File: config.mk
export PLATFORM = sky130hd
export DESIGN_NAME = control_sequencer
export DESIGN_NICKNAME = d
export VERILOG_FILES = /design/src/rtl/control_sequencer.sv
export SDC_FILE = /design/constraint.sdc
export NUM_CORES = 1
export LEC_CHECK = 0
export BUFFER_PORTS_ARGS = -buffer_cell sky130_fd_sc_hd__buf_2
export CAP_MARGIN = 10
export CORE_ASPECT_RATIO = 0.9
export CORE_MARGIN = 2
export CORE_UTILIZATION = 50
export CTS_CLUSTER_DIAMETER = 40
export DETAILED_ROUTE_END_ITERATION = 16
export PLACE_DENSITY_LB_ADDON = 0.25
export REMOVE_ABC_BUFFERS = 1
export SLEW_MARGIN = 20
export SYNTH_ARGS = -nofsm -noshare
export SYNTH_HDL_FRONTEND = slang
export SYNTH_SLANG_ARGS = --single-unit
File: constraint.sdc
create_clock -name clk -period 3.25 [get_ports clk]
set_input_delay 0.1625 -clock clk [delete_from_list [all_inputs] [get_ports clk]]
set_output_delay 0.1625 -clock clk [all_outputs]
set_load 0.01 [all_outputs]
File: src/rtl/control_sequencer.sv
// Multicycle microcode sequencer: 5-bit state register plus combinational decode of the
// per-cycle datapath enables, mux selects and debug-module handshake.
module control_sequencer #(
    parameter bit RESET_HALTED = 1'b0,
    parameter bit EBREAK_HALTS = 1'b1
) (
    input  logic       clk,
    input  logic       rst,
    input  logic [4:0] opcode,
    input  logic [2:0] f3,
    input  logic       imm0,
    input  logic       mem_complete,
    input  logic       halt_req,
    input  logic       resume_req,
    input  logic       abs_valid,
    input  logic [4:0] abs_op,
    output logic [4:0] mcp_addr,
    output logic       write_pc_ne,
    output logic       write_pc_ex,
    output logic       write_pc,
    output logic       write_ir,
    output logic       write_rd,
    output logic       write_csr,
    output logic       mem_read,
    output logic       mem_write,
    output logic       addr_sel,
    output logic [1:0] rd_sel,
    output logic [1:0] alu_insel1,
    output logic [1:0] alu_insel2,
    output logic       abstract_write,
    output logic       abstract_done,
    output logic       progbuf,
    output logic       halted
);

    // Instruction states share their code with the RV32I opcode so DISPATCH can jump directly.
    typedef enum logic [4:0] {
        S_LOAD       = 5'b00000,
        S_PROLOGUE   = 5'b00001,
        S_DISPATCH   = 5'b00010,
        S_MISCMEM    = 5'b00011,
        S_OPIMM      = 5'b00100,
        S_AUIPC      = 5'b00101,
        S_LOAD_W     = 5'b00110,
        S_LOAD_1     = 5'b00111,
        S_STORE      = 5'b01000,
        S_STORE_W    = 5'b01001,
        S_STORE_1    = 5'b01010,
        S_OP         = 5'b01100,
        S_LUI        = 5'b01101,
        S_HALTED     = 5'b10000,
        S_RESUMING   = 5'b10001,
        S_ABS_REG    = 5'b10010,
        S_ABS_NA     = 5'b10011,
        S_ABS_EXEC   = 5'b10100,
        S_ABS_RMEM   = 5'b10101,
        S_ABS_RMEM_1 = 5'b10110,
        S_ABS_WMEM   = 5'b10111,
        S_BRANCH     = 5'b11000,
        S_JALR       = 5'b11001,
        S_ABS_WMEM_1 = 5'b11010,
        S_JAL        = 5'b11011,
        S_SYSTEM     = 5'b11100
    } state_t;

    localparam logic [1:0] RD_ALU = 2'b00, RD_MEM = 2'b01, RD_CSR = 2'b10;
    localparam logic [1:0] A1_RS  = 2'b00, A1_PC  = 2'b01, A1_ZR  = 2'b10;
    localparam logic [1:0] A2_RS  = 2'b00, A2_IM  = 2'b01, A2_IS  = 2'b10;

    state_t state, state_nx;
    state_t retire_nx;
    logic   retire;
    logic   progbuf_q;
    logic   resume_skip;

    assign mcp_addr = state;
    assign progbuf  = progbuf_q;
    assign halted   = (state == S_HALTED);

    // The first instruction after a resume always completes, even with halt_req held.
    assign retire_nx = (halt_req && !resume_skip) ? S_HALTED : S_PROLOGUE;

    always_comb begin
        // NOTE: every output and next-state term gets a default first so no path infers a latch.
        state_nx       = state;
        retire         = 1'b0;
        write_pc_ne    = 1'b0;
        write_pc_ex    = 1'b0;
        write_pc       = 1'b0;
        write_ir       = 1'b0;
        write_rd       = 1'b0;
        write_csr      = 1'b0;
        mem_read       = 1'b0;
        mem_write      = 1'b0;
        addr_sel       = 1'b0;
        rd_sel         = RD_ALU;
        alu_insel1     = A1_RS;
        alu_insel2     = A2_RS;
        abstract_write = 1'b0;
        abstract_done  = 1'b0;

        unique case (state)
            S_PROLOGUE: begin
                addr_sel = 1'b1;
                mem_read = 1'b1;
                if (mem_complete) begin
                    write_ir = 1'b1;
                    state_nx = S_DISPATCH;
                end
            end
            S_DISPATCH: begin
                case (opcode)
                    S_LOAD, S_MISCMEM, S_OPIMM, S_AUIPC, S_STORE, S_OP,
                    S_LUI, S_BRANCH, S_JALR, S_JAL, S_SYSTEM:
                        state_nx = state_t'(opcode);
                    default: begin
                        write_pc_ne = 1'b1;
                        retire      = 1'b1;
                        state_nx    = retire_nx;
                    end
                endcase
            end
            S_LUI, S_AUIPC, S_OPIMM, S_OP: begin
                write_rd    = 1'b1;
                write_pc_ne = 1'b1;
                retire      = 1'b1;
                state_nx    = retire_nx;
                if (state == S_LUI)        alu_insel1 = A1_ZR;
                else if (state == S_AUIPC) alu_insel1 = A1_PC;
                if (state == S_OP)                              alu_insel2 = A2_RS;
                else if (state == S_OPIMM && f3[1:0] == 2'b01)  alu_insel2 = A2_IS;
                else                                            alu_insel2 = A2_IM;
            end
            S_JAL, S_JALR: begin
                write_rd    = 1'b1;
                write_pc_ex = 1'b1;
                alu_insel1  = (state == S_JAL) ? A1_PC : A1_RS;
                alu_insel2  = A2_IM;
                retire      = 1'b1;
                state_nx    = retire_nx;
            end
            S_BRANCH: begin
                write_pc_ex = 1'b1;
                write_pc_ne = 1'b1;
                retire      = 1'b1;
                state_nx    = retire_nx;
            end
            S_LOAD, S_LOAD_W, S_STORE, S_STORE_W: begin
                alu_insel2 = A2_IM;
                mem_read   = (state == S_LOAD)  || (state == S_LOAD_W);
                mem_write  = (state == S_STORE) || (state == S_STORE_W);
                if (mem_complete)
                    state_nx = mem_read ? S_LOAD_1 : S_STORE_1;
                else
                    state_nx = mem_read ? S_LOAD_W : S_STORE_W;
            end
            S_LOAD_1, S_STORE_1, S_MISCMEM: begin
                write_rd    = (state == S_LOAD_1);
                rd_sel      = (state == S_LOAD_1) ? RD_MEM : RD_ALU;
                write_pc_ne = 1'b1;
                retire      = 1'b1;
                state_nx    = retire_nx;
            end
            S_SYSTEM: begin
                if (f3 != 3'b000) begin
                    write_rd    = 1'b1;
                    rd_sel      = RD_CSR;
                    write_csr   = 1'b1;
                    write_pc_ne = 1'b1;
                    retire      = 1'b1;
                    state_nx    = retire_nx;
                end else if (imm0 && (EBREAK_HALTS || progbuf_q)) begin
                    state_nx = S_HALTED;
                end else begin
                    write_pc_ne = 1'b1;
                    retire      = 1'b1;
                    state_nx    = retire_nx;
                end
            end
            S_HALTED: begin
                if (abs_valid) begin
                    case (abs_op)
                        S_ABS_REG, S_ABS_NA, S_ABS_EXEC, S_ABS_RMEM, S_ABS_WMEM:
                            state_nx = state_t'(abs_op);
                        default: state_nx = S_ABS_NA;
                    endcase
                end else if (resume_req) begin
                    state_nx = S_RESUMING;
                end
            end
            S_RESUMING: state_nx = S_PROLOGUE;
            S_ABS_REG: begin
                abstract_write = 1'b1;
                abstract_done  = 1'b1;
                state_nx       = S_HALTED;
            end
            S_ABS_NA: begin
                abstract_done = 1'b1;
                state_nx      = S_HALTED;
            end
            S_ABS_EXEC: state_nx = S_PROLOGUE;
            S_ABS_RMEM, S_ABS_WMEM: begin
                alu_insel1 = A1_ZR;
                alu_insel2 = A2_IM;
                mem_read   = (state == S_ABS_RMEM);
                mem_write  = (state == S_ABS_WMEM);
                if (mem_complete)
                    state_nx = (state == S_ABS_RMEM) ? S_ABS_RMEM_1 : S_ABS_WMEM_1;
            end
            S_ABS_RMEM_1: begin
                abstract_write = 1'b1;
                abstract_done  = 1'b1;
                state_nx       = S_HALTED;
            end
            S_ABS_WMEM_1: begin
                abstract_done = 1'b1;
                state_nx      = S_HALTED;
            end
            default: state_nx = S_PROLOGUE;
        endcase

        // Program-buffer completion is reported on the cycle that re-enters HALTED.
        if (progbuf_q && state != S_HALTED && state_nx == S_HALTED)
            abstract_done = 1'b1;
    end

    always_ff @(posedge clk or posedge rst) begin
        if (rst) begin
            state       <= RESET_HALTED ? S_HALTED : S_PROLOGUE;
            progbuf_q   <= 1'b0;
            resume_skip <= 1'b0;
        end else begin
            // NOTE: sequential state uses non-blocking assignments so all registers update together.
            state <= state_nx;
            if (state == S_ABS_EXEC)
                progbuf_q <= 1'b1;
            else if (state != S_HALTED && state_nx == S_HALTED)
                progbuf_q <= 1'b0;
            if (state == S_RESUMING)
                resume_skip <= 1'b1;
            else if (retire || state_nx == S_HALTED)
                resume_skip <= 1'b0;
        end
    end

endmodule

# After elaboration in Yosys (flattened, before gate mapping)
# Index checks and enable logic that the tools add are counted.
dict set report classes {
  eq_ne 43
  muxes 45
  reduce_logical 28
}
# op n
set ops {}
lappend ops {{== test 5 bit, second input constant} 23}
lappend ops {{2-to-1 mux 5 bit} 9}
lappend ops {{== test 5 x 4 -> 1 bit, second input constant} 8}
lappend ops {{one-hot mux 5 bit (8 select lines)} 1}
lappend ops {{== test 5 x 3 -> 1 bit, second input constant} 6}
lappend ops {{2-to-1 mux 1 bit} 19}
lappend ops {{2-to-1 mux 4 bit} 4}
lappend ops {{OR reduction 8 bit} 2}
lappend ops {{== test 5 x 2 -> 1 bit, second input constant} 3}
lappend ops {{one-hot mux 1 bit (3 select lines)} 4}
lappend ops {{OR reduction 4 bit} 3}
lappend ops {{OR reduction 11 bit} 1}
lappend ops {{zero test 5 bit} 2}
lappend ops {{OR reduction 10 bit} 1}
lappend ops {{2-to-1 mux 2 bit} 4}
lappend ops {{one-hot mux 2 bit (2 select lines)} 2}
lappend ops {{one-hot mux 2 bit (3 select lines)} 1}
lappend ops {{OR reduction 2 bit} 3}
lappend ops {{OR reduction 3 bit} 2}
lappend ops {{OR reduction 6 bit} 1}
lappend ops {{== test 5 x 1 -> 1 bit, second input constant} 1}
lappend ops {{logical AND 1 bit} 5}
lappend ops {{!= test 5 bit, second input constant} 1}
lappend ops {{OR reduction 5 bit} 1}
lappend ops {{6 further kinds} 9}
dict set report word_totals {
  reg_bits 7
  input_bits 20
  out_inout_bits 24
  word_cells 119
}

# Longest topological paths before layout
dict set report depth {
  word_depth 10
  ltp_mapped 12
  depth_no_buf 9
}

# Least setup slack after synthesis
# Ideal clock, no wire load.
dict set report synth_path {
  kind {reg-to-output}
  start {register state[1], in the netlist mcp_addr[1]}
  end {output abstract_done}
  t_arrival_ps 2479
  required_time_ps 3087
  slack_ps 608
  stages_incl_launch_ff 11
  path_buffers 3
  cell_sequence {dfrtp_1 -> buf_4 -> clkbuf_1 -> buf_2 -> and2_0 -> o21ai_0 -> ha_1 -> o311ai_0 -> a21oi_1 -> and4b_1 -> a31o_1}
}
dict set report synth_via {
  elab_chain_len 8
  word_cells_on_any_way 44
  classes_between {eq/ne: 25; mux: 11; reduce/logical: 8}
}
# item line_no
set synth_rtl {}
lappend synth_rtl {{start, declared} 70} ;# state_t state, state_nx;
lappend synth_rtl {{start signal, assigned} 229} ;# state <= RESET_HALTED ? S_HALTED : S_PROLOGUE;
lappend synth_rtl {{start signal, assigned} 234} ;# state <= state_nx;
lappend synth_rtl {{== test 5 x 3 -> 1 bit or zero test 5 bit (tied branches)} {102, 150}}
lappend synth_rtl {{logical OR 1 bit} 150} ;# mem_read = (state == S_LOAD) || (state == S_LOAD_W);
lappend synth_rtl {{2-to-1 mux 4 bit, on equally long branches} {155, 153}}
lappend synth_rtl {{2-to-1 mux 4 bit} 152} ;# if (mem_complete)
lappend synth_rtl {{one-hot mux 5 bit (8 select lines)} 102} ;# unique case (state)
lappend synth_rtl {{== test 5 bit} 223} ;# if (progbuf_q && state != S_HALTED && state_nx == S_HALTED)
lappend synth_rtl {{logical AND 1 bit} 223}
lappend synth_rtl {{2-to-1 mux 1 bit *} 223}
lappend synth_rtl {{end, declared} 31} ;# output logic abstract_done,
# Mark *: on every way between the ends. The rest lies on a longest branch, timed or not.

# Worst setup path in the final report
dict set report layout_path {
  start {register state[0], in the netlist mcp_addr[0]}
  end {output abstract_done}
}
# Same word-level chain as after synthesis.

==> impl_metrics.py <==
metrics = {
    "worst_setup_path": {
        "critPathLaunchType": "register",
        "reg2reg_setup_slack_ps": 880,
        "r2r_end": "resume_skip$_DFFE_PP0P_",
        "r2r_start": "mcp_addr[0]$_DFF_PP1_",
        "worst_ep_arrival_time_ps": 2720,
        "crit_fanout": 30,
        "end_kind": "primary output",
        "r2r_cells": 7,
        "critical_path_class": "register to primary output",
        "worst_ep_required_time_ps": 3090,
    },
    "finish": {
        "utilization_pct": 61.6,
        "n_fill_cell": 239,
        "multi_input_area_um2": 968,
        "mostFrequentLayoutCell": "buf_2",
        "register_area_um2": 176,
        "diodes": 0,
        "final_nets": 241,
        "layout-drive-gt1-share_pct": 28.1,
        "final_cell_mix": "42 x buf_2, 18 x nor2_1, 18 x a21oi_1, 14 x nand2_1, 9 x nor3_1",
        "syn2layout_area_growth_pct": 17.6,
    },
    "place": {
        "hpwl_um": 3050,
        "io_buffers": 42,
        "place.gp.congestion": 0.893,
    },
    "synth": {
        "syn_area_per_cell_um2": 7.02,
        "synth_seq_cells": 7,
        "synth_seq_area_share_pct": 13.9,
        "synthArstFlopShare_pct": 100,
        "synth_edf_count": 0,
        "syn_area_um2": 1270,
        "ys_types": 59,
        "syn_inst": 181,
        "yosysWarnings": 0,
        "synth_area_leader_cell": "dfrtp_1",
        "synth_area_leaders": "dfrtp_1 12%, a21oi_1 7.1%, nor2_1 5.3%",
        "synthFlopType": "dfrtp_1",
        "synthDominantCellAreaShare_pct": 11.8,
    },
    "timing": {
        "clock_skew_ps": 2.55,
        "hold_viol": 0,
        "drv_slew": 0,
        "fin_setup_tns_ps": 0,
        "period_minus_slack_ps": 2880,
        "relSlewSlack_pct": 61.6,
        "rsz0062_at_grt": "false",
        "clock.fmax_mhz": 347,
        "post-route-period-util_pct": 88.7,
        "worst_pin_slew_ps": 571,
        "finalSetupViolations": 0,
        "holdWs_ps": 269,
    },
    "clock_tree": {
        "cts_root_buf": "clkbuf_4",
        "path_clk_slew_ps": 60,
        "cts_tree": "yes",
        "cts.sinks": 7,
        "cts_buffers": 3,
        "ctsLongestPathBuffers": 2,
        "clock_latency_ps": 260,
        "cts_htree_levels": 1,
        "cts_hold_buf": 1,
        "postCtsSetupRepairBufs": 0,
        "cts_resized": 0,
    },
    "die": {
        "ios": 44,
        "core_area_um2": 2420,
        "dieWidth_um": 57.1,
        "num_rows": 17,
        "die_area_um2": 2960,
        "initial_core_util_pct": 52.4,
        "die_h_um": 51.8,
    },
    "route": {
        "vias": 1566,
        "ant_nets": 0,
        "dr.pass1.iters": 5,
        "drt-wirelength-per-cell_um": 16.6,
        "drc": 0,
        "drt_iter0_markers": 102,
        "avgViaCountPerCell": 6.39,
        "routed_wirelength_um": 4070,
    },
    "pwr": {
        "power_frac_clock_pct": 6.6,
        "seq_power_share_pct": 19.2,
        "cellPowerDensity_nw_per_um2": 875,
        "p_comb_share_pct": 74.2,
        "p_switching_mw": 0.730,
        "peakVddDrop_mv": 0.537,
        "p_total_mw": 1.31,
        "p_leak_nw": 0.677,
        "intPower_mw": 0.577,
        "swShare_pct": 55.9,
    },
    "global_route": {
        "grt_usage_pct": 28.1,
        "grt_first_pass_wirelength_um": 6440,
        "grt_antenna_before_repair": 0,
        "overflow": 0,
        "grt_pass1_vias": 1338,
        "grt_max_degree": 31,
    },
    "hold_path": {
        "hold_start": "opcode[2]",
        "worstHoldPathCells": 3,
        "min_to": "mcp_addr[2]$_DFF_PP0_",
        "hold_path_class": "input port to register",
    },
    "run": {
        "drv_cap": 0,
    },
    "outcome": {
        "run_status": "complete, no violations",
    },
}
## registers in the layout, summed over array words and instances (netlist names)
signal and flops:
mcp_addr 5, progbuf 1, resume_skip 1
## power groups by stage
stage	Combinational [mW]	Sequential [mW]	Clock [mW]
2_1_floorplan	0.572	0.296	0
3_3_place_gp	0.923	0.244	0
3_5_place_dp	0.945	0.250	0
4_1_cts	0.949	0.249	0.0871
5_1_grt	1.06	0.261	0.0964
6_report	0.970	0.251	0.0861
## metal layers
metal,vias up,routed length (um),track usage (%)
met5,-,0,0
met4,0,74,7.36
met3,16,409,5.97
met2,104,1920,44.4
met1,711,1670,38.8
li1,735,-,-
## critical path, stage by stage, from the launching register on
cell and delay, ps:
dfstp_2 860, nor3_1 100, o21ai_0 170, ha_1 310, o311ai_0 310, a21oi_1 110
and4b_1 240, a31o_1 220, buf_2 130
## cells in the mapped netlist (4+ instances only)
cell type  instances
a21oi_1           18
nor2_1            18
nand2_1           14
nor3_1             9
inv_1              8
nand2b_1           8
buf_4              6
dfrtp_1            6
o21ai_0            6
buf_2              4
nor2b_1            4
## worst max-delay path by stage
stage / start / endpoint / slack, ps / cells past startpoint
2_1_floorplan: mcp_addr[2]$_DFF_PP0_ / abstract_done / 700 / 7
3_3_place_gp: mcp_addr[0]$_DFF_PP1_ / abstract_done / 730 / 8
3_5_place_dp: mcp_addr[0]$_DFF_PP1_ / abstract_done / 680 / 8
4_1_cts: mcp_addr[0]$_DFF_PP1_ / abstract_done / 390 / 8
5_1_grt: mcp_addr[0]$_DFF_PP1_ / abstract_done / 230 / 8
6_report: mcp_addr[0]$_DFF_PP1_ / abstract_done / 370 / 8
## area by class of cell
type / instances / area share (%)
tap: 28 / 2.35
sequential: 7 / 11.8
multi-input combinational: 150 / 64.8
inverter: 8 / 2.01
clock buffer: 4 / 1.76
timing repair buffer: 48 / 17.3
## cell families after synthesis
logic type	synth area share (%)
XOR/XNOR	3.45
AND/OR/NAND/NOR	36.8
buffers and inverters	9.85
multiplexers	1.58
adder cells (fa/ha/maj)	2.96
AO/OA/AOI/OAI	31.1
flip-flops	13.9
other	0.295
## through the flow
step / area, um^2 / instances / setup WS, ps
global placement: 1460 / 240 / 734
detailed placement: 1460 / 240 / 682
global route: 1490 / 245 / 232
CTS: 1490 / 245 / 391
floorplan: 1170 / 165 / 705
finish: 1490 / 245 / 366
Note: power is estimated with default switching activity, not from simulation.
